<file path="src/rtl/instr_encoder.sv">
// MIPS instruction encoder: turns op-select plus field requests into 32-bit
// instruction words, queued in a small FIFO and drained over valid/ready.
module instr_encoder #(
  parameter int unsigned DEPTH = 4,
  parameter int unsigned CNTW  = 8
) (
  input  logic                         clk,
  input  logic                         rst_n,
  input  logic                         in_valid,
  output logic                         in_ready,
  input  logic [3:0]                   op_sel,
  input  logic [4:0]                   rs,
  input  logic [4:0]                   rt,
  input  logic [4:0]                   rd,
  input  logic [15:0]                  imm,
  input  logic [25:0]                  target,
  output logic                         out_valid,
  input  logic                         out_ready,
  output logic [31:0]                  instr,
  output logic [$clog2(DEPTH+1)-1:0]   level,
  output logic                         err,
  output logic [CNTW-1:0]              illegal_cnt
);

  localparam int unsigned PW = $clog2(DEPTH);
  localparam int unsigned LW = $clog2(DEPTH + 1);

  logic [31:0]   mem [DEPTH];
  logic [PW-1:0] wr_ptr;
  logic [PW-1:0] rd_ptr;

  logic [31:0]   enc_word_c;
  logic          legal_c;
  logic          accept_c;
  logic          push_c;
  logic          pop_c;
  logic [LW-1:0] level_nxt_c;

  // Field assembly; unused fields stay zero.
  always_comb begin
    enc_word_c = 32'h0;
    legal_c    = 1'b1;
    case (op_sel)
      4'd0:    enc_word_c = 32'h0;
      4'd1:    enc_word_c = {6'b100011, rs, rt, imm};
      4'd2:    enc_word_c = {6'b101011, rs, rt, imm};
      4'd3:    enc_word_c = {6'b000010, target};
      4'd4:    enc_word_c = {6'b000000, rs, 15'b0, 6'b001000};
      4'd5:    enc_word_c = {6'b000011, target};
      4'd6:    enc_word_c = {6'b000101, rs, rt, imm};
      4'd7:    enc_word_c = {6'b001110, rs, rt, imm};
      4'd8:    enc_word_c = {6'b000000, rs, rt, rd, 5'b0, 6'b100000};
      4'd9:    enc_word_c = {6'b000000, rs, rt, rd, 5'b0, 6'b100010};
      4'd10:   enc_word_c = {6'b000000, rs, rt, rd, 5'b0, 6'b101010};
      default: legal_c    = 1'b0;
    endcase
  end

  // Handshake decode and next occupancy.
  always_comb begin
    accept_c    = in_valid & in_ready;
    push_c      = accept_c & legal_c;
    pop_c       = out_valid & out_ready;
    level_nxt_c = level;
    case ({push_c, pop_c})
      2'b10:   level_nxt_c = level + LW'(1);
      2'b01:   level_nxt_c = level - LW'(1);
      default: level_nxt_c = level;
    endcase
  end

  // Storage is intentionally not reset; pointers and flags gate its visibility.
  always_ff @(posedge clk) begin
    if (push_c) begin
      mem[wr_ptr] <= enc_word_c;
    end
  end

  always_ff @(posedge clk) begin
    if (!rst_n) begin
      wr_ptr      <= '0;
      rd_ptr      <= '0;
      level       <= '0;
      in_ready    <= 1'b1;
      out_valid   <= 1'b0;
      err         <= 1'b0;
      illegal_cnt <= '0;
    end else begin
      if (push_c) begin
        wr_ptr <= wr_ptr + PW'(1);
      end
      if (pop_c) begin
        rd_ptr <= rd_ptr + PW'(1);
      end
      level     <= level_nxt_c;
      in_ready  <= (level_nxt_c != LW'(DEPTH));
      out_valid <= (level_nxt_c != '0);
      err       <= accept_c & ~legal_c;
      if (accept_c && !legal_c && !(&illegal_cnt)) begin
        illegal_cnt <= illegal_cnt + CNTW'(1);
      end
    end
  end

  assign instr = out_valid ? mem[rd_ptr] : 32'h0;

endmodule

</file>
<file path="config.mk">
export PLATFORM = sky130hd
export DESIGN_NAME = instr_encoder
export DESIGN_NICKNAME = d
export VERILOG_FILES = /design/src/rtl/instr_encoder.sv
export SDC_FILE = /design/constraint.sdc
export NUM_CORES = 1
export LEC_CHECK = 0
export ABC_AREA = 1
export CELL_PAD_IN_SITES_DETAIL_PLACEMENT = 1
export CELL_PAD_IN_SITES_GLOBAL_PLACEMENT = 1
export CORE_MARGIN = 4
export CORE_UTILIZATION = 44
export CTS_CLUSTER_SIZE = 28
export DETAILED_ROUTE_END_ITERATION = 10
export PLACE_DENSITY_LB_ADDON = 0.1
export SYNTH_ARGS = -nofsm -noshare
export SYNTH_HDL_FRONTEND = slang
export SYNTH_SLANG_ARGS = --single-unit
</file>
<file path="constraint.sdc">
create_clock -name clk -period 6.7 [get_ports clk]
set_input_delay 1.005 -clock clk [delete_from_list [all_inputs] [get_ports clk]]
set_output_delay 1.005 -clock clk [all_outputs]
set_load 0.005 [all_outputs]
</file>
==> results of run 1 <==
state kept, by name, summed over array words and instances, names as in the netlist, named ones only:
register and flops:
mem 124, in_ready 1, err 1, out_valid 1, illegal_cnt 8, wr_ptr 2, level 3, rd_ptr 2
worst max-delay path, delay by kind of cell (launching register included):
kind | cells | cell delay [ns]
AOI/OAI and AO/OA | 2 | 0.35
buffers and inverters | 4 | 1.61
and+or+nand+nor | 1 | 0.13
DFF | 1 | 0.31
routing by layer:
metal,vias to the layer above,global-route usage,part of all wire
li1,2323,-,-
met1,2446,0.258,0.41
met2,109,0.404,0.54
met3,27,0.0442,0.038
met4,0,0.0805,0.018
met5,-,0,0
Yosys cell counts (6+ instances only):
cell type,count,area (um^2)
nand3_1,9,45.0
o21ai_0,64,320
dfxtp_1,20,400
clkbuf_1,16,60.1
ha_1,6,75.1
o21ai_1,6,30.0
edfxtp_1,124,3720
a21oi_1,40,200
nand2_1,117,439
buf_2,7,35.0
inv_1,35,131
nor2_1,151,567
through the flow:
step | area, um^2 | hold slack (ns) | total power, uW | util
5_1_grt | 8140 | 0.534 | 2700 | 0.582
3_5_place_dp | 7560 | 0.495 | 1680 | 0.540
3_3_place_gp | 7560 | 0.481 | 1650 | 0.540
2_1_floorplan | 6310 | 0.467 | 1370 | -
4_1_cts | 8140 | 0.513 | 2600 | 0.582
6_report | 8140 | 0.511 | 2590 | 0.582
power by group:
group,switching [uW],internal [uW]
Clock,353,575
Combinational,331,256
Sequential,25.8,1040
Total,710,1880
layout make-up:
type / count / area [um^2] / area share
multi-input combinational: 421 / 1940 / 0.239
clock buffer: 17 / 425 / 0.0523
clock inverter: 15 / 150 / 0.0185
sequential: 144 / 4130 / 0.507
timing repair buffer: 113 / 1120 / 0.138
tap: 180 / 225 / 0.0277
inverter: 39 / 146 / 0.0180
path summary, 6_finish.rpt:
path                   from        end  slack [ns]  cells after the start
hold reg to reg   rd_ptr[0]  rd_ptr[0]        0.51                      2
hold / removal    rd_ptr[0]  rd_ptr[0]        0.51                      2
setup / recovery  flip-flop  instr[28]        2.85                      7
setup reg to reg   in_ready   in_ready        4.44                     12
cells by family (layout without fill, tap and decap cells):
family                     count (synthesis)  count (layout)  synth area share
and+or+nand+nor                          288             288             0.180
AOI/OAI and AO/OA                        120             120             0.101
adders and majority gates                  7               7            0.0151
xor gates and xnor gates                   5               5           0.00694
buffers and inverters                     66             184            0.0436
DFF                                      144             144             0.653
other                                      1               1          0.000594
==> flow_summary_export.csv, run 1 <==
group,metric,value,unit
drt,vias_per_cell,5.28,
synthesis,synth-seq-cells,144,
layout,layout-drive-gt1-share,0.0708,
setup_path,crit_required,5.69,ns
place,placement.io_buffers,109,
layout,syn_to_final_growth,28.9,%
timing,skew,0.00755,ns
drt,postRouteAntennaNets,0,
layout,antenna_cells,0,
drt,drt-wirelength-per-cell,18.9,um
drt,firstDrtPassIters,4,
timing,tightest_slew,1.09,ns
setup_path,worstPathCellList,"buf_4 -> inv_1 -> buf_4 -> nor2_1 -> o21ai_0 -> a21oi_1 -> clkdlybuf4s50_1",
place,placedCellCount,897,
drt,vias,4905,
synthesis,netlist_area,6310,um^2
timing,finalSetupTns,0,ns
global_route,grt-ovfl-total,0,
floorplan,dieArea,16300,um^2
setup_path,cpMaxStageDelayCell,"clkdlybuf4s50_1",
synthesis,ys_seq_area_frac,0.653,
floorplan,start_util,0.451,
setup_path,cp_common_cell,"buf_4",
floorplan,die_y,128,um
cts,clockBufferDepth,2,
cts,htreeDepth,4,
synthesis,synth_ff_type,"edfxtp_1",
global_route,grtUsageTotal,0.222,
drt,drc_errors,0,
layout,layout.nets,808,
cts,clkSlewWorstSetupHoldPaths,0.06,ns
cts,clock-root-buffer,"clkbuf_16",
setup_path,arrival,2.84,ns
timing,max_freq,0.260,GHz
cts,cts_setup_buffers,0,
timing,slew_headroom,0.269,
synthesis,syn-instance-count,631,
layout,final_common_cell,"nor2_1",
place,place_congestion,0.774,
timing,rsz0062_at_grt,"no",
global_route,antenna_found_initial,0,
timing,drv_slew,0,
synthesis,synth-edff-count,124,
floorplan,row_count,43,
floorplan,dieWidth,128,um
pwr,max-vdd-ir-drop,191,uV
synthesis,yosys.cell_types.count,32,
synthesis,async_flop_share,0,
layout,fillerInstances,1552,
timing,hold_viol_final,0,
worst_hold_path,hold_path_class,"flip-flop to flip-flop",
layout,stdcell_count,929,
setup_path,crit_fanout,32,
setup_path,cpPeakStageDelay,0.55,ns
drt,drt_iter0_drc,291,
global_route,grt_pass1_vias,5485,
layout,most-common-layout-cells,"nor2_1 (147), edfxtp_1 (124), nand2_1 (117), clkdlybuf4s50_1 (109), o21ai_0 (64)",
place,dp_hpwl,10900,um
job,cap_violations,0,
cts,clk_latency,0.42,ns
cts,cts.sinks,144,
timing,setup_viol,0,
cts,cts_tree,"built",
drt,wirelength,17500,um
cts,cts_resized,0,
timing,finalCritPeriodShare,0.574,
synthesis,synth_nets,703,
outcome,status,"complete, no violations",
cts,hold_buffers,0,
place,pre_cts_ws,3.07,ns
global_route,grt_max_degree,63,
setup_path,end_kind,"output pin",
floorplan,core_region_area,14000,um^2
timing,fin_ws,2.85,ns
pwr,p_leak,0.00301,uW
setup_path,path_class,"flip-flop to output pin",
synthesis,syn_avg_cell_area,10.0,um^2
pwr,p_per_area,318,nW/um^2
synthesis,yosys_warnings,0,
setup_path,start_kind,"flip-flop",
floorplan,num_io_pins,111,
cts,cts_made_buffers,17,
global_route,grt_pass1_wl,27800,um
timing,min_period,3.85,ns
(Power assumes the default switching activity.)
==> run 2: changes to the inputs <==
- CORE_UTILIZATION: 44 -> 41
- clock period: 6.7 -> 4 ns (I/O delays scaled with it)
==> run 2 against run 1 <==
Largest cell class unchanged. Critical path type unchanged. Cell area about the same. Setup slack worse by 2.3 ns. Via count down 1.2%.
==> flow_summary_export.csv, run 2 (synthesized netlist as in run 1, its figures left out) <==
group,metric,value,unit
timing,min_period,3.48,ns
cts,cts_setup_buffers,0,
layout,stdcell_count,939,
setup_path,crit_fanout,62,
drt,drt-wirelength-per-cell,18.0,um
cts,clkSlewWorstSetupHoldPaths,0.06,ns
outcome,status,"complete, no violations",
timing,drv_slew,0,
drt,wirelength,16900,um
timing,setup_viol,0,
floorplan,core_region_area,15100,um^2
cts,cts.sinks,144,
global_route,grt_max_degree,63,
setup_path,arrival,2.88,ns
setup_path,path_class,"flip-flop to output pin",
place,place_congestion,0.819,
cts,cts_made_buffers,17,
drt,postRouteAntennaNets,0,
timing,max_freq,0.287,GHz
cts,clockBufferDepth,2,
floorplan,die_y,132,um
cts,cts_resized,0,
drt,drt_iter0_drc,261,
layout,top_regs,"mem: 124 flops, illegal_cnt: 8 flops, level: 3 flops",
setup_path,crit_required,3.40,ns
global_route,grt_pass1_vias,5290,
timing,hold_viol_final,0,
place,placement.io_buffers,109,
timing,rsz0062_at_grt,"no",
layout,final_common_cell,"nor2_1",
floorplan,row_count,45,
layout,syn_to_final_growth,28.9,%
pwr,p_per_area,520,nW/um^2
cts,clock-root-buffer,"clkbuf_16",
cts,hold_buffers,0,
global_route,grtUsageTotal,0.202,
floorplan,num_io_pins,111,
place,dp_hpwl,10800,um
layout,layout.nets,812,
timing,finalSetupTns,0,ns
pwr,p_leak,0.00301,uW
layout,most-common-layout-cells,"nor2_1 (147), edfxtp_1 (124), nand2_1 (117), clkdlybuf4s50_1 (109), o21ai_0 (64)",
layout,antenna_cells,0,
layout,largest_register_ff_count,124,
floorplan,start_util,0.417,
cts,clk_latency,0.42,ns
floorplan,dieWidth,132,um
timing,slew_headroom,0.369,
floorplan,dieArea,17400,um^2
job,cap_violations,0,
cts,htreeDepth,4,
drt,vias,4847,
setup_path,end_kind,"output pin",
timing,finalCritPeriodShare,0.870,
drt,vias_per_cell,5.16,
global_route,grt-ovfl-total,0,
layout,regMostFlops,"mem",
drt,drc_errors,0,
pwr,max-vdd-ir-drop,307,uV
place,placedCellCount,909,
timing,skew,0.00782,ns
drt,firstDrtPassIters,4,
layout,layout-drive-gt1-share,0.0679,
timing,tightest_slew,0.947,ns
global_route,grt_pass1_wl,27400,um
cts,cts_tree,"built",
global_route,antenna_found_initial,0,
setup_path,start_kind,"flip-flop",
worst_hold_path,hold_path_class,"flip-flop to flip-flop",
layout,fillerInstances,1669,
## run 2: cell types whose count changed in the layout (fill, tap and decap cells not counted), sizes merged
cell and delta:
clkinv -3, clkbuf +3, clkinvlp -1, buf +4, bufinv -1
## run 2: final timing paths
path                        from        endpoint  slack, ns  cells after the start
setup / recovery       flip-flop       instr[11]       0.52                      4
setup reg to reg        in_ready        in_ready       1.77                     12
hold / removal    illegal_cnt[7]  illegal_cnt[7]       0.53                      2
hold reg to reg   illegal_cnt[7]  illegal_cnt[7]       0.53                      2
## run 2: worst max-delay path, stage by stage, from the launching register on
cell and delay [ns]:
dfxtp_2 0.54, inv_2 0.79, o21ai_0 0.24, a21oi_1 0.29
clkdlybuf4s50_1 0.56
## run 2: layout make-up
class	count	area, um^2	share of cell area
Clock buffer	20	437	0.0537
Clock inverter	10	96.3	0.0118
Inverter	39	146	0.0180
Multi-Input combinational cell	421	1940	0.239
Sequential cell	144	4130	0.507
Tap cell	188	235	0.0289
Timing Repair Buffer	117	1150	0.142
## run 2: where the power goes
part / leakage [uW] / internal [uW] / switching, uW
clock: 0.000257 / 895 / 559
combinational: 0.00143 / 432 / 526
sequential: 0.00132 / 1750 / 68.3
total: 0.00301 / 3080 / 1150
## run 2: routing by layer
metal	track usage	up-vias	wire (um)
met5	0	-	0
li1	-	2331	-
met2	0.364	125	8910
met3	0.0447	11	804
met1	0.241	2380	7020
met4	0.0601	0	176
## run 2: stage by stage
stage	instance area, um^2	power [uW]	util	worst slack, ns	hold WS (ns)
floorplan	6310	2290	-	1.22	0.467
global placement	7600	2770	0.502	0.871	0.486
detailed placement	7600	2810	0.502	0.734	0.494
CTS	8130	4270	0.537	0.493	0.538
global route	8130	4450	0.537	0.316	0.570
finish	8130	4230	0.537	0.520	0.532
==> run 3: changes to the inputs <==
- CORE_UTILIZATION: 41 -> 50
- DONT_BUFFER_PORTS: not set -> 1
- clock period: 4 -> 4.31 ns (I/O delays scaled with it)
==> run 3 against run 2 <==
Clock power down 6%. Sequential power down 8%. Final cell count down 14%. Count of clock-buffer cells in the layout up 1. Cell area down 14%. Total power down 14%. First-iteration DRC count up 35%. Sequential share of layout area up 8.4 points. Die area down 17%. Routed wire length down 6.3%. Critical endpoint is now instr[28]. Largest cell class unchanged.
==> flow_summary_export.csv, run 3 (synthesized netlist as in run 1, its figures left out) <==
group,metric,value,unit
timing,setup_viol,0,
timing,finalCritPeriodShare,0.616,
worst_hold_path,hp-start,"rst_n",
timing,finalSetupTns,0,ns
layout,regMostFlops,"mem",
drt,drt_iter0_drc,353,
timing,skew,0.0145,ns
pwr,power_frac_clock,0.374,
global_route,grt_pass1_wl,25100,um
setup_path,cpMaxStageDelayCell,"inv_1",
pwr,p_leak,0.00258,uW
cts,clk_latency,0.42,ns
worst_hold_path,hold_end,"wr_ptr[0]",
place,placedInstanceArea,6450,um^2
timing,min_period,2.65,ns
global_route,grt_pass1_vias,4749,
layout,most-common-layout-cells,"nor2_1 (147), edfxtp_1 (124), nand2_1 (117), o21ai_0 (64), a21oi_1 (40)",
setup_path,path_class,"flip-flop to output pin",
timing,tightest_slew,1.18,ns
setup_path,end_kind,"output pin",
job,cap_violations,0,
drt,postRouteAntennaNets,0,
setup_path,timing.reg2reg.worst_path_depth,12,
floorplan,dieArea,14500,um^2
global_route,grt_max_degree,63,
pwr,p_per_area,522,nW/um^2
layout,utilization,0.574,
layout,final_common_cell,"nor2_1",
pwr,p_int,2620,uW
pwr,max-vdd-ir-drop,401,uV
setup_path,worstPathCellList,"inv_1 -> nor2_1 -> o21ai_0 -> a21oi_1",
cts,htreeDepth,4,
floorplan,row_count,40,
cts,cts_resized,0,
pwr,seqPwrFrac,0.457,
pwr,p_total,3650,uW
drt,vias,4413,
setup_path,regToRegEndpoint,"in_ready",
setup_path,crit_fanout,31,
layout,final_area,6980,um^2
floorplan,start_util,0.519,
cts,cts.sinks,144,
worst_hold_path,hold_path_class,"input port to flip-flop",
layout,layout-drive-gt1-share,0.0704,
layout,antenna_cells,0,
timing,max_freq,0.377,GHz
floorplan,core_region_area,12200,um^2
place,dp_hpwl,10000,um
cts,clock-root-buffer,"clkbuf_16",
pwr,p_sw,1030,uW
worst_hold_path,worstHoldPathCells,2,
drt,drt-wirelength-per-cell,19.6,um
floorplan,num_io_pins,111,
drt,drc_errors,0,
setup_path,rrSetupSlack,2.05,ns
global_route,antenna_found_initial,0,
layout,top_regs,"mem: 124 flops, illegal_cnt: 8 flops, level: 3 flops",
outcome,status,"complete, no violations",
floorplan,die_y,120,um
setup_path,arrival,2.01,ns
layout,syn_to_final_growth,10.6,%
cts,hold_buffers,0,
setup_path,start_kind,"flip-flop",
floorplan,dieWidth,120,um
drt,wirelength,15800,um
layout,fillerInstances,1343,
cts,cts_setup_buffers,0,
cts,cts_tree,"built",
setup_path,regToRegStartpoint,"in_ready",
timing,hold_viol_final,0,
layout,largest_register_ff_count,124,
drt,firstDrtPassIters,4,
layout,multi_input_area,1940,um^2
place,place_congestion,0.789,
setup_path,crit_required,3.66,ns
timing,rsz0062_at_grt,"no",
pwr,netSwitchingFraction,0.283,
cts,clockBufferDepth,2,
pwr,combPwrFrac,0.169,
timing,drv_slew,0,
layout,layout.nets,698,
timing,slew_headroom,0.212,
drt,vias_per_cell,5.47,
layout,regArea,4130,um^2
place,placement.io_buffers,0,
cts,cts_made_buffers,17,
setup_path,cpPeakStageDelay,0.84,ns
cts,clkSlewWorstSetupHoldPaths,0.06,ns
global_route,grt-ovfl-total,0,
timing,hold_slack,0.360,ns
global_route,grtUsageTotal,0.227,
[run 3: worst max path at each step]
stage | end | slack [ns] | cells after the start
2_1_floorplan | mem[0][0] | 1.48 | 5
3_3_place_gp | out_valid | 1.73 | 9
3_5_place_dp | out_valid | 1.66 | 9
4_1_cts | instr[28] | 1.58 | 4
5_1_grt | instr[28] | 1.44 | 4
6_report | instr[28] | 1.66 | 4
[run 3: final cells by class]
class	instances	area share
well taps	168	0.0301
clock buffers	21	0.0631
multi-input cells	421	0.278
repair buffers	3	0.00323
flip-flops and latches	144	0.591
inverters	39	0.0210
clock inverters	11	0.0138
[run 3: stage by stage]
| step | setup WS, ns | cells |
|---|---|---|
| after CTS | 1.58 | 807 |
| after detailed placement | 1.66 | 775 |
| after floorplan | 1.48 | 631 |
| after global routing | 1.44 | 807 |
| final | 1.66 | 807 |
| after global placement | 1.73 | 775 |
[run 3: power groups by stage]
stage / sequential, uW / clock (uW) / combinational [uW]
floorplan: 1680 / 0 / 443
global placement: 1690 / 0 / 590
detailed placement: 1700 / 0 / 624
CTS: 1670 / 1380 / 627
global route: 1680 / 1440 / 702
finish: 1670 / 1370 / 615
[run 3: metal layers]
| metal | vias up | GRT usage | routed length, um |
|---|---|---|---|
| met1 | 2195 | 0.280 | 6560 |
| met2 | 103 | 0.394 | 8270 |
| li1 | 2107 | - | - |
| met4 | 0 | 0.0779 | 133 |
| met3 | 8 | 0.0543 | 876 |
| met5 | - | 0 | 0 |
[run 3: worst max-delay path, delay by kind of cell (launching register included)]
kind / cells / cell delay [ns]
compound gates: 2 / 0.28
buf+inv: 1 / 0.84
flops: 1 / 0.31
simple gates: 1 / 0.14
